**config.mk**
```make
export PLATFORM = sky130hd
export DESIGN_NAME = instr_fetch
export DESIGN_NICKNAME = d
export VERILOG_FILES = /design/src/rtl/isa_pkg.sv /design/src/rtl/fetch_next_pc.sv /design/src/rtl/instr_fetch.sv
export SDC_FILE = /design/constraint.sdc
export NUM_CORES = 1
export LEC_CHECK = 0
export CAP_MARGIN = 20
export CORE_AREA = 2 2 88 90
export DETAILED_ROUTE_END_ITERATION = 7
export DIE_AREA = 0 0 90 92
export GPL_TIMING_DRIVEN = 1
export PLACE_DENSITY_LB_ADDON = 0.08
export SYNTH_ARGS = -nofsm -noshare
export SYNTH_HDL_FRONTEND = slang
export SYNTH_HIERARCHICAL = 1
export SYNTH_SLANG_ARGS = --single-unit
```
**constraint.sdc**
```tcl
create_clock -name clk -period 3.2 [get_ports clk]
set_clock_uncertainty 0.05 [all_clocks]
set_input_delay 0.64 -clock clk [delete_from_list [all_inputs] [get_ports clk]]
set_output_delay 0.64 -clock clk [all_outputs]
set_load 0.05 [all_outputs]
```
**src/rtl/isa_pkg.sv**
```systemverilog
// Shared ISA constants and the fetch FSM state type for the fetch stage.
package isa_pkg;

  localparam int ADDR_W  = 6;
  localparam int INSTR_W = 16;

  localparam logic [3:0] OP_JUMP = 4'b1110;
  localparam logic [3:0] OP_BRGE = 4'b1111;

  localparam int OPC_MSB = 15;
  localparam int OPC_LSB = 12;
  localparam int IMM_MSB = 7;
  localparam int IMM_LSB = 0;

  typedef enum logic [1:0] {
    ST_BOOT = 2'd0,
    ST_RUN  = 2'd1,
    ST_HALT = 2'd2
  } fetch_state_t;

endpackage

```
**src/rtl/fetch_next_pc.sv**
```systemverilog
// Combinational next-PC select: redirect target, local JUMP target or pc+1.
module fetch_next_pc #(
  parameter int ADDR_W = 6
) (
  input  logic [ADDR_W-1:0] pc,
  input  logic [3:0]        opcode,
  input  logic [7:0]        imm,
  input  logic              redirect_valid,
  input  logic [ADDR_W-1:0] redirect_pc,
  output logic [ADDR_W-1:0] next_pc
);
  import isa_pkg::*;

  localparam int SW = ADDR_W + 8;

  logic [SW-1:0]     off_ext;
  logic [SW-1:0]     pc_ext;
  logic [SW-1:0]     jump_sum;
  logic [ADDR_W-1:0] seq_pc;
  logic [ADDR_W-1:0] jump_pc;

  // Add at a width covering both operands, then keep the low ADDR_W bits.
  assign off_ext  = {{ADDR_W{imm[7]}}, imm};
  assign pc_ext   = {8'b0, pc};
  assign jump_sum = pc_ext + SW'(1) + off_ext;
  assign jump_pc  = jump_sum[ADDR_W-1:0];
  assign seq_pc   = pc + ADDR_W'(1);

  always_comb begin
    next_pc = seq_pc;
    if (redirect_valid) begin
      next_pc = redirect_pc;
    end else if (opcode == OP_JUMP) begin
      next_pc = jump_pc;
    end
  end

endmodule

```
**src/rtl/instr_fetch.sv**
```systemverilog
// Instruction fetch stage: PC, instruction register, local JUMP resolution.
// Optional self-jump halt enabled by defining FETCH_HALT_EN.
module instr_fetch #(
  parameter int          ADDR_W   = 6,
  parameter int          INSTR_W  = 16,
  parameter int unsigned RESET_PC = 0,
  parameter int          CNT_W    = 16
) (
  input  logic               clk,
  input  logic               reset,
  input  logic               stall,
  input  logic               redirect_valid,
  input  logic [ADDR_W-1:0]  redirect_pc,
  input  logic [INSTR_W-1:0] mem_rdata,
  output logic [ADDR_W-1:0]  mem_raddr,
  output logic [INSTR_W-1:0] ir,
  output logic [ADDR_W-1:0]  ir_pc,
  output logic               ir_valid,
  output logic               halted,
  output logic [CNT_W-1:0]   fetch_count
);
  import isa_pkg::*;

  fetch_state_t      state;
  logic [ADDR_W-1:0] pc;
  logic [ADDR_W-1:0] next_pc;

  assign mem_raddr = pc;

  fetch_next_pc #(
    .ADDR_W(ADDR_W)
  ) u_next_pc (
    .pc             (pc),
    .opcode         (mem_rdata[OPC_MSB:OPC_LSB]),
    .imm            (mem_rdata[IMM_MSB:IMM_LSB]),
    .redirect_valid (redirect_valid),
    .redirect_pc    (redirect_pc),
    .next_pc        (next_pc)
  );

`ifdef FETCH_HALT_EN
  logic halt_q;
  assign halted = halt_q;
`else
  assign halted = 1'b0;
`endif

  always_ff @(posedge clk) begin
    if (reset) begin
      pc          <= ADDR_W'(RESET_PC);
      ir          <= '0;
      ir_pc       <= '0;
      ir_valid    <= 1'b0;
      fetch_count <= '0;
      state       <= ST_BOOT;
`ifdef FETCH_HALT_EN
      halt_q      <= 1'b0;
`endif
    end else begin
      case (state)
        ST_BOOT: state <= ST_RUN;
        ST_RUN: begin
          if (redirect_valid) begin
            pc       <= next_pc;
            ir_valid <= 1'b0;
          end else if (!stall) begin
            ir       <= mem_rdata;
            ir_pc    <= pc;
            ir_valid <= 1'b1;
            pc       <= next_pc;
            if (fetch_count != '1) begin
              fetch_count <= fetch_count + CNT_W'(1);
            end
`ifdef FETCH_HALT_EN
            // A JUMP landing on itself is delivered, then fetch stops.
            if (mem_rdata[OPC_MSB:OPC_LSB] == OP_JUMP && next_pc == pc) begin
              state <= ST_HALT;
            end
`endif
          end
        end
`ifdef FETCH_HALT_EN
        ST_HALT: begin
          ir_valid <= 1'b0;
          halt_q   <= 1'b1;
        end
`endif
        default: state <= ST_BOOT;
      endcase
    end
  end

endmodule

```
Word level (Yosys, flattened, before mapping)
Index checks and enable logic that the tools add are counted.
Operators by class
  $add $sub $neg: 4
  equality and inequality tests: 4
  muxes and demuxes: 7
  bitwise logic cells: 2
  reductions and logical operators: 4
Operators by type and width (number)
  6-bit 2-to-1 mux: 4
  16-bit by 1-bit adder with 16-bit output (second input constant): 1
  16-bit inequality test (second input constant): 1
  6-bit by 1-bit adder with 6-bit output (second input constant): 2
  6-bit adder: 1
  4-bit equality test (second input constant): 1
  2-bit case mux with 2 select lines: 1
  4-bit AND reduction: 1
  3-bit AND reduction: 1
  2-bit by 1-bit equality test with 1-bit output (second input constant): 1
  2-bit logical NOT: 1
  1-bit 2-to-1 mux: 2
  2-bit by 1-bit inequality test with 1-bit output (second input constant): 1
  1-bit inverter: 2
  2-bit AND reduction: 1
Storage, ports and cells
  bits in registers: 47
  input port bits: 26
  output and inout bits: 46
  logic and storage cells: 27

Logic depth before layout (Yosys ltp)
  depth after elaboration: 6
  gate-level depth with buffers: 10
  gate-level depth less buffers: 10

By module
The synthesis kept the hierarchy.
Modules (own cells, without submodules)
  instr_fetch: instances 1, cells each 221, area an instance 1841.8 um2, seq. area each 920.9 um2
  fetch_next_pc: instances 1, cells each 59, area an instance 420.4 um2, seq. area each 0.0 um2

Worst setup path before layout
Ideal clock, no wire load.
  path type: input-to-reg
  from: input port redirect_valid
  to: register fetch_count[10]
  library setup time: 121 ps
  arrival time: 2147 ps
  required time: 3029 ps
  slack: 882 ps
  stages on the path: 6
  buffers on the path: 2
  cells stage by stage: or3b_1 -> clkbuf_1 -> or2_1 -> buf_2 -> nor4_1 -> mux2_2
Between the ends
  word-level cells in the longest chain between the ends: 2
RTL lines
  from (decl): line instr_fetch.sv:12  | input logic redirect_valid,
  1-bit inverter (no line)
  4-bit AND reduction (no line)
  to (signal assigned): line instr_fetch.sv:72  | fetch_count <= fetch_count + CNT_W'(1);
  to (decl): line instr_fetch.sv:20  | output logic [CNT_W-1:0] fetch_count
No other way between the ends.
A chain may end at the register's enable or synchronous reset.

Final worst setup path
  from: input port stall
  to: register fetch_count[10]
Between the ends
  word-level cells in the longest chain between the ends: 2
RTL lines
  from (decl): line instr_fetch.sv:11  | input logic stall,
  1-bit inverter (no line)
  4-bit AND reduction (no line)
No other way between the ends.

==> summary.txt <==
STA
  – Setup TNS: 0 ns
  – Hold Vio Cnt, Final: 0
  – Final setup vio count: 0
  – RSZ-0062 raised after global routing: false
  – Slew at the pin closest to its max-slew limit: 0.5479 ns
  – Minimum clock period: 2.423 ns
  – Max Slew Vio Count: 0
  – Fmax: 412.7 MHz
  – Rel. slew slack: 0.6336
  – Post-route clock period utilization: 0.7572

Placement
  – Final GP Congestion: 0.7535
  – Detail Placement HPWL: 4.300 mm
  – PortBufs: 70
  – Placed instance area: 0.003088 mm^2

Die
  – Starting Density: 0.3038
  – Num rows: 32
  – Die width: 90 um
  – DIE HEIGHT: 92 um
  – Die outline area: 0.008280 mm^2
  – CORE AREA: 0.007447 mm^2
  – I/O pin cnt: 72

Worst setup path
  – CP Capture Type: flip-flop
  – Crit Path Category: input pin to flip-flop
  – Worst EP required: 3.35 ns
  – Crit-path max FO: 11
  – Worst setup SP type: input pin
  – Reg2Reg Depth: 10
  – Arr. time, crit path: 2.57 ns

Clock tree
  – # Post-CTS Setup Buffers: 0
  – CTS Sinks: 46
  – Root buf cell: clkbuf_8
  – CTS Buffer Depth: 2
  – Post-CTS sizing: 0
  – Clock transition at path regs: 0.09 ns
  – Worst skew pair latency: 0.30 ns
  – Cts bufs inserted: 5
  – # H-tree levels: 2
  – Hold_buf cts: 0
  – TritonCTS clock tree: built

Power and ir drop
  – Pwr Density: 367.9 mW/mm^2
  – Peak VDD IR: 0.0001945 V
  – Static Leak: 1.122 nW

Synthesis
  – Synth Instances: 280
  – Register area share after synthesis: 0.4071
  – Distinct cell type count after synthesis: 43
  – Flip-flop and latch count after synthesis: 46
  – Leading area contributor after synthesis: dfxtp_1
  – Mapped Area: 0.002262 mm^2
  – Synth warn: 6
  – EDFF count, synth: 0
  – Syn Area/Cell: 8.079 um^2
  – Asr flop ratio synth: 0
  – Predominant post-synthesis flop cell: dfxtp_1
  – Post-Syn Nets: 314
  – Synth top area cells: dfxtp_1 (41%), a21oi_1 (9.3%), nand2_1 (8.5%)
  – Yosys top cell area share: 0.4071

Global routing
  – First-pass GRT wire length: 10.25 mm
  – Total GRT Usage: 0.1515
  – Overflow after GRT: 0
  – Vias in the first global route: 2167
  – Largest net degree at the start of global routing: 34
  – Initial antenna violation count: 0

Routing
  – Drt drc: 0
  – Post-route antenna net violation count: 0
  – Final wirelength: 6.098 mm
  – DR WL/cell: 13.55 um
  – Via/cell ratio: 4.911
  – 1st-iter DRT viols: 70
  – Via Count: 2210
  – First drt pass iteration count: 4

Final layout
  – P&R area growth vs syn: 39.99%
  – Final net count: 382
  – Share of cells above drive strength 1: 0.05747
  – Final instance area: 0.003167 mm^2
  – # diodes: 0
  – FILL cells: 801

Run status
  – Outcome: complete, no violations

Hold path
  – Cells on Worst Hold Path: 2
  – Tightest Hold Check Type: flip-flop to flip-flop

Job
  – Max cap viols: 0
## cell families (layout without fill, tap and decap cells)
logic type | Yosys count | in the layout | synth area share
AO/OA/AOI/OAI | 71 | 71 | 0.1820
XOR/XNOR | 6 | 6 | 0.02323
adder cells (fa/ha/maj) | 8 | 8 | 0.04756
buffers and inverters | 27 | 95 | 0.04702
flip-flops | 46 | 46 | 0.4071
multiplexers | 9 | 9 | 0.04093
other | 1 | 1 | 0.001658
AND/OR/NAND/NOR | 112 | 112 | 0.2506
## power breakdown
group          total (mW)  switching (mW)  internal (mW)
Combinational       0.211           0.120         0.0915
Clock               0.351           0.204          0.147
Sequential          0.603          0.0161          0.586
## synthesized netlist by cell type, types with 2 or more instances
master	count
nor2b_1	3
and3_1	2
or3_1	6
nand3_1	8
nor4_1	2
o31ai_1	9
o21ai_1	5
o21ai_0	6
nand4_1	6
nor3_1	2
or2_1	2
mux2i_1	7
nor2_1	12
nand2b_1	2
dfxtp_1	46
xor2_1	4
nand2_1	51
a21oi_1	42
nand3b_1	2
xnor2_1	2
ha_1	7
and4_1	2
inv_1	10
a211oi_1	3
buf_1	2
clkbuf_1	13
or4_1	8
## metrics by stage
step	hold slack [ns]	setup slack, ns	std cells	power [mW]	utilization
after floorplan	0.4086	0.8820	280	0.7425	-
after global placement	0.3939	0.4844	443	0.8283	0.4147
after detailed placement	0.3986	0.4421	443	0.8284	0.4147
after CTS	0.4112	0.7759	450	1.181	0.4252
after global routing	0.4332	0.6340	450	1.228	0.4252
final	0.4070	0.7770	450	1.165	0.4252
## sequential cells by signal, indices dropped and copies added, names as in the netlist
register     count
fetch_count     16
ir              16
ir_pc            6
mem_raddr        6
ir_valid         1
state            1
## worst paths after layout
path                     start         endpoint  slack, ns
hold reg to reg         ir[13]           ir[13]       0.41
setup / recovery         stall  fetch_count[10]       0.78
setup reg to reg  mem_raddr[0]     mem_raddr[4]       1.08
hold / removal          ir[13]           ir[13]       0.41
## placed cells by master (no fill, tap or decap), types with 2 or more instances in the layout
| cell | Yosys | final |
|---|---|---|
| a211oi_1 | 3 | 3 |
| a21oi_1 | 42 | 42 |
| and3_1 | 2 | 2 |
| and4_1 | 2 | 2 |
| buf_4 | 1 | 8 |
| clkbuf_8 | 0 | 5 |
| clkdlybuf4s50_1 | 0 | 70 |
| clkinv_2 | 0 | 2 |
| dfxtp_1 | 46 | 46 |
| ha_1 | 7 | 7 |
| inv_1 | 10 | 10 |
| mux2i_1 | 7 | 7 |
| nand2_1 | 51 | 51 |
| nand2b_1 | 2 | 2 |
| nand3_1 | 8 | 8 |
| nand3b_1 | 2 | 2 |
| nand4_1 | 6 | 6 |
| nor2_1 | 12 | 12 |
| nor2b_1 | 3 | 3 |
| nor3_1 | 2 | 2 |
| o21ai_0 | 6 | 6 |
| o21ai_1 | 5 | 5 |
| o31ai_1 | 9 | 9 |
| or2_1 | 2 | 2 |
| or3_1 | 6 | 6 |
| or4_1 | 8 | 8 |
| xnor2_1 | 2 | 2 |
| xor2_1 | 4 | 4 |
## worst max-delay path, cell delays in order
cell and delay, ns:
clkdlybuf4s50_1 0.46, or3b_1 0.40, or2_1 0.36, nor4_1 0.34, mux2_2 0.37
## cell type report
type                            count  area [um^2]  share of cell area
Tap cell                          102        127.6             0.04030
Multi-Input combinational cell    207         1241              0.3919
Timing Repair Buffer               78        760.7              0.2402
Clock buffer                        5        68.82             0.02173
Clock inverter                      2        10.01            0.003161
Sequential cell                    46        920.9              0.2908
Inverter                           10        37.54             0.01185
## layer usage
layer / part of all wire / vias up / GRT usage / wire length (um)
li1: - / 1121 / - / -
met1: 0.44 / 1033 / 0.1788 / 2704
met2: 0.48 / 46 / 0.2638 / 2956
met3: 0.054 / 10 / 0.04273 / 329
met4: 0.018 / 0 / 0.05256 / 108
met5: 0 / - / 0 / 0
Note: power is estimated with default switching activity, not from simulation.
==> patch, RTL diff (config.mk and constraints unchanged) <==
Put one more register stage on the output `fetch_count`. The value now appears one clock later. The other outputs are not delayed to match.
--- a/src/rtl/instr_fetch.sv
+++ b/src/rtl/instr_fetch.sv
@@ -20,6 +20,8 @@
   output logic [CNT_W-1:0]   fetch_count
 );
   import isa_pkg::*;
+
+  logic [CNT_W-1:0] fetch_count_s0;
 
   fetch_state_t      state;
   logic [ADDR_W-1:0] pc;
@@ -51,7 +53,7 @@
       ir          <= '0;
       ir_pc       <= '0;
       ir_valid    <= 1'b0;
-      fetch_count <= '0;
+      fetch_count_s0 <= '0;
       state       <= ST_BOOT;
 `ifdef FETCH_HALT_EN
       halt_q      <= 1'b0;
@@ -68,8 +70,8 @@
             ir_pc    <= pc;
             ir_valid <= 1'b1;
             pc       <= next_pc;
-            if (fetch_count != '1) begin
-              fetch_count <= fetch_count + CNT_W'(1);
+            if (fetch_count_s0 != '1) begin
+              fetch_count_s0 <= fetch_count_s0 + CNT_W'(1);
             end
 `ifdef FETCH_HALT_EN
             // A JUMP landing on itself is delivered, then fetch stops.
@@ -90,5 +92,9 @@
     end
   end
 
+  always_ff @(posedge clk) begin
+    fetch_count <= fetch_count_s0;
+  end
+
 endmodule
 
Behaviour: not the same (Yosys sat finds a counterexample within 4 cycles, from zero or initial values and one cycle with reset high).
==> patch against the unedited design <==
Die area is the same; sequential cell count rose by 16; area after synthesis increased by 14%; count of clock-buffer cells in the layout is 6 higher; routed wire length shrank 0.43%; cell count grew 5.6%; design area up 13%; worst setup slack worse by 180 ps; register-to-register slack got worse by 90 ps; power up 37%; highest routed layer unchanged.
==> patch: results <==
export IMPL_status="completed"
export IMPL_drt_iter0_drc=51
export IMPL_clk_latency_ps=330
export IMPL_finalNetCount=403
export IMPL_htreeDepth=3
export IMPL_cts_buffers_inserted=9
export IMPL_grt_pass1_vias=2243
export IMPL_overflow=0
export IMPL_ctsRootBufferMaster="clkbuf_8"
export IMPL_critPathArrivalTime_ps=2810
export IMPL_pre_cts_ws_ps=263
export IMPL_clkTransAtPathRegs_ps=70
export IMPL_reg_top3="fetch_count: 16 flops, fetch_count_s0: 16 flops, ir: 16 flops"
export IMPL_antenna_found_initial=0
export IMPL_post_cts_repair_setup_buffers=0
export IMPL_routedWlPerCell_um=12.8
export IMPL_ir_drop_mv=0.200
export IMPL_drive_gt1_share_pct=8.04
export IMPL_slowest_delay_ps=600
export IMPL_grt_pass1_wl_um=10200
export IMPL_grt_max_degree=33
export IMPL_synth_cell_type_count=45
export IMPL_viasPerCell=4.93
export IMPL_synth_fp_nets=332
export IMPL_die_w_um=90
export IMPL_gp_congestion=0.737
export IMPL_ctsResizeCount=0
export IMPL_dp_final_hpwl_um=4320
export IMPL_leakagePower_nw=1.28
export IMPL_portBuffers=70
export IMPL_fill_cells=764
export IMPL_grt_usage_pct=15.4
export IMPL_path_max_fanout=6
export IMPL_maxSlewHeadroom_pct=64.5
export IMPL_critPathSlowestCell="or4_4"
export IMPL_ys_seq_area_share_pct=48.0
export IMPL_synth_top_cells_by_count="dfxtp_1 (62), nand2_1 (51), a21oi_1 (42)"
export IMPL_synth_area_leaders="dfxtp_1 (48%), a21oi_1 (8.1%), nand2_1 (7.4%), ha_1 (3.4%), mux2i_1 (2.7%)"
patch: cell types whose count changed after synthesis, moves of 2 or more:
cell and change:
or3_1 +2, dfxtp_1 +16, inv_1 +2, and4_1 -2
patch: through the flow:
step	hold slack (ps)	instances	instance area (sq um)
after floorplan	309	298	2590
after global placement	333	460	3410
after detailed placement	328	460	3410
after CTS	336	475	3570
after global routing	351	475	3570
final	340	475	3570
patch: worst max-delay path, delay by kind of cell:
family                 cells  cell delay [ps]
and+or+nand+nor            3             1550
AOI/OAI and AO/OA          1              160
buffers and inverters      1              450
patch: logic make-up after synthesis:
kind of cell,after synthesis,synth area share (%)
AND/OR/NAND/NOR,112,21.8
AO/OA/AOI/OAI,71,16.0
flip-flops,62,48.0
buffers and inverters,29,4.40
multiplexers,9,3.58
adder cells (fa/ha/maj),8,4.16
XOR/XNOR,6,2.03
other,1,0.145
patch: worst paths after layout:
| check | startpoint | endpoint | slack (ps) | cells after the start |
|---|---|---|---|---|
| min | fetch_count_s0[7] | fetch_count[7] | 340 | 0 |
| max reg2reg | state[0] | fetch_count_s0[13] | 990 | 4 |
| min reg2reg | fetch_count_s0[7] | fetch_count[7] | 340 | 0 |
| max | stall | fetch_count_s0[13] | 600 | 5 |
patch: area by class of cell:
cell class                      count  area [sq um]  share of cell area [%]
Multi-Input combinational cell    207          1240                    34.8
Sequential cell                    62          1240                    34.8
Timing Repair Buffer               77           748                    21.0
Clock buffer                       11           141                    3.96
Tap cell                          102           128                    3.57
Inverter                           12          45.0                    1.26
Clock inverter                      4          23.8                   0.666
patch: layer usage:
layer	vias to the layer above	track usage [%]	part of all wire, %
li1	1185	-	-
met1	1087	18.0	43
met2	62	26.1	48
met3	6	5.42	7.6
met4	0	5.77	1.1
met5	-	0	0
patch: report_power, final:
part | switching (mW) | internal, mW | leakage (nW) | total (mW)
Combinational | 0.118 | 0.0897 | 0.692 | 0.207
Clock | 0.294 | 0.295 | 0.0889 | 0.590
Sequential | 0.0169 | 0.787 | 0.502 | 0.804
Total | 0.429 | 1.17 | 1.28 | 1.60
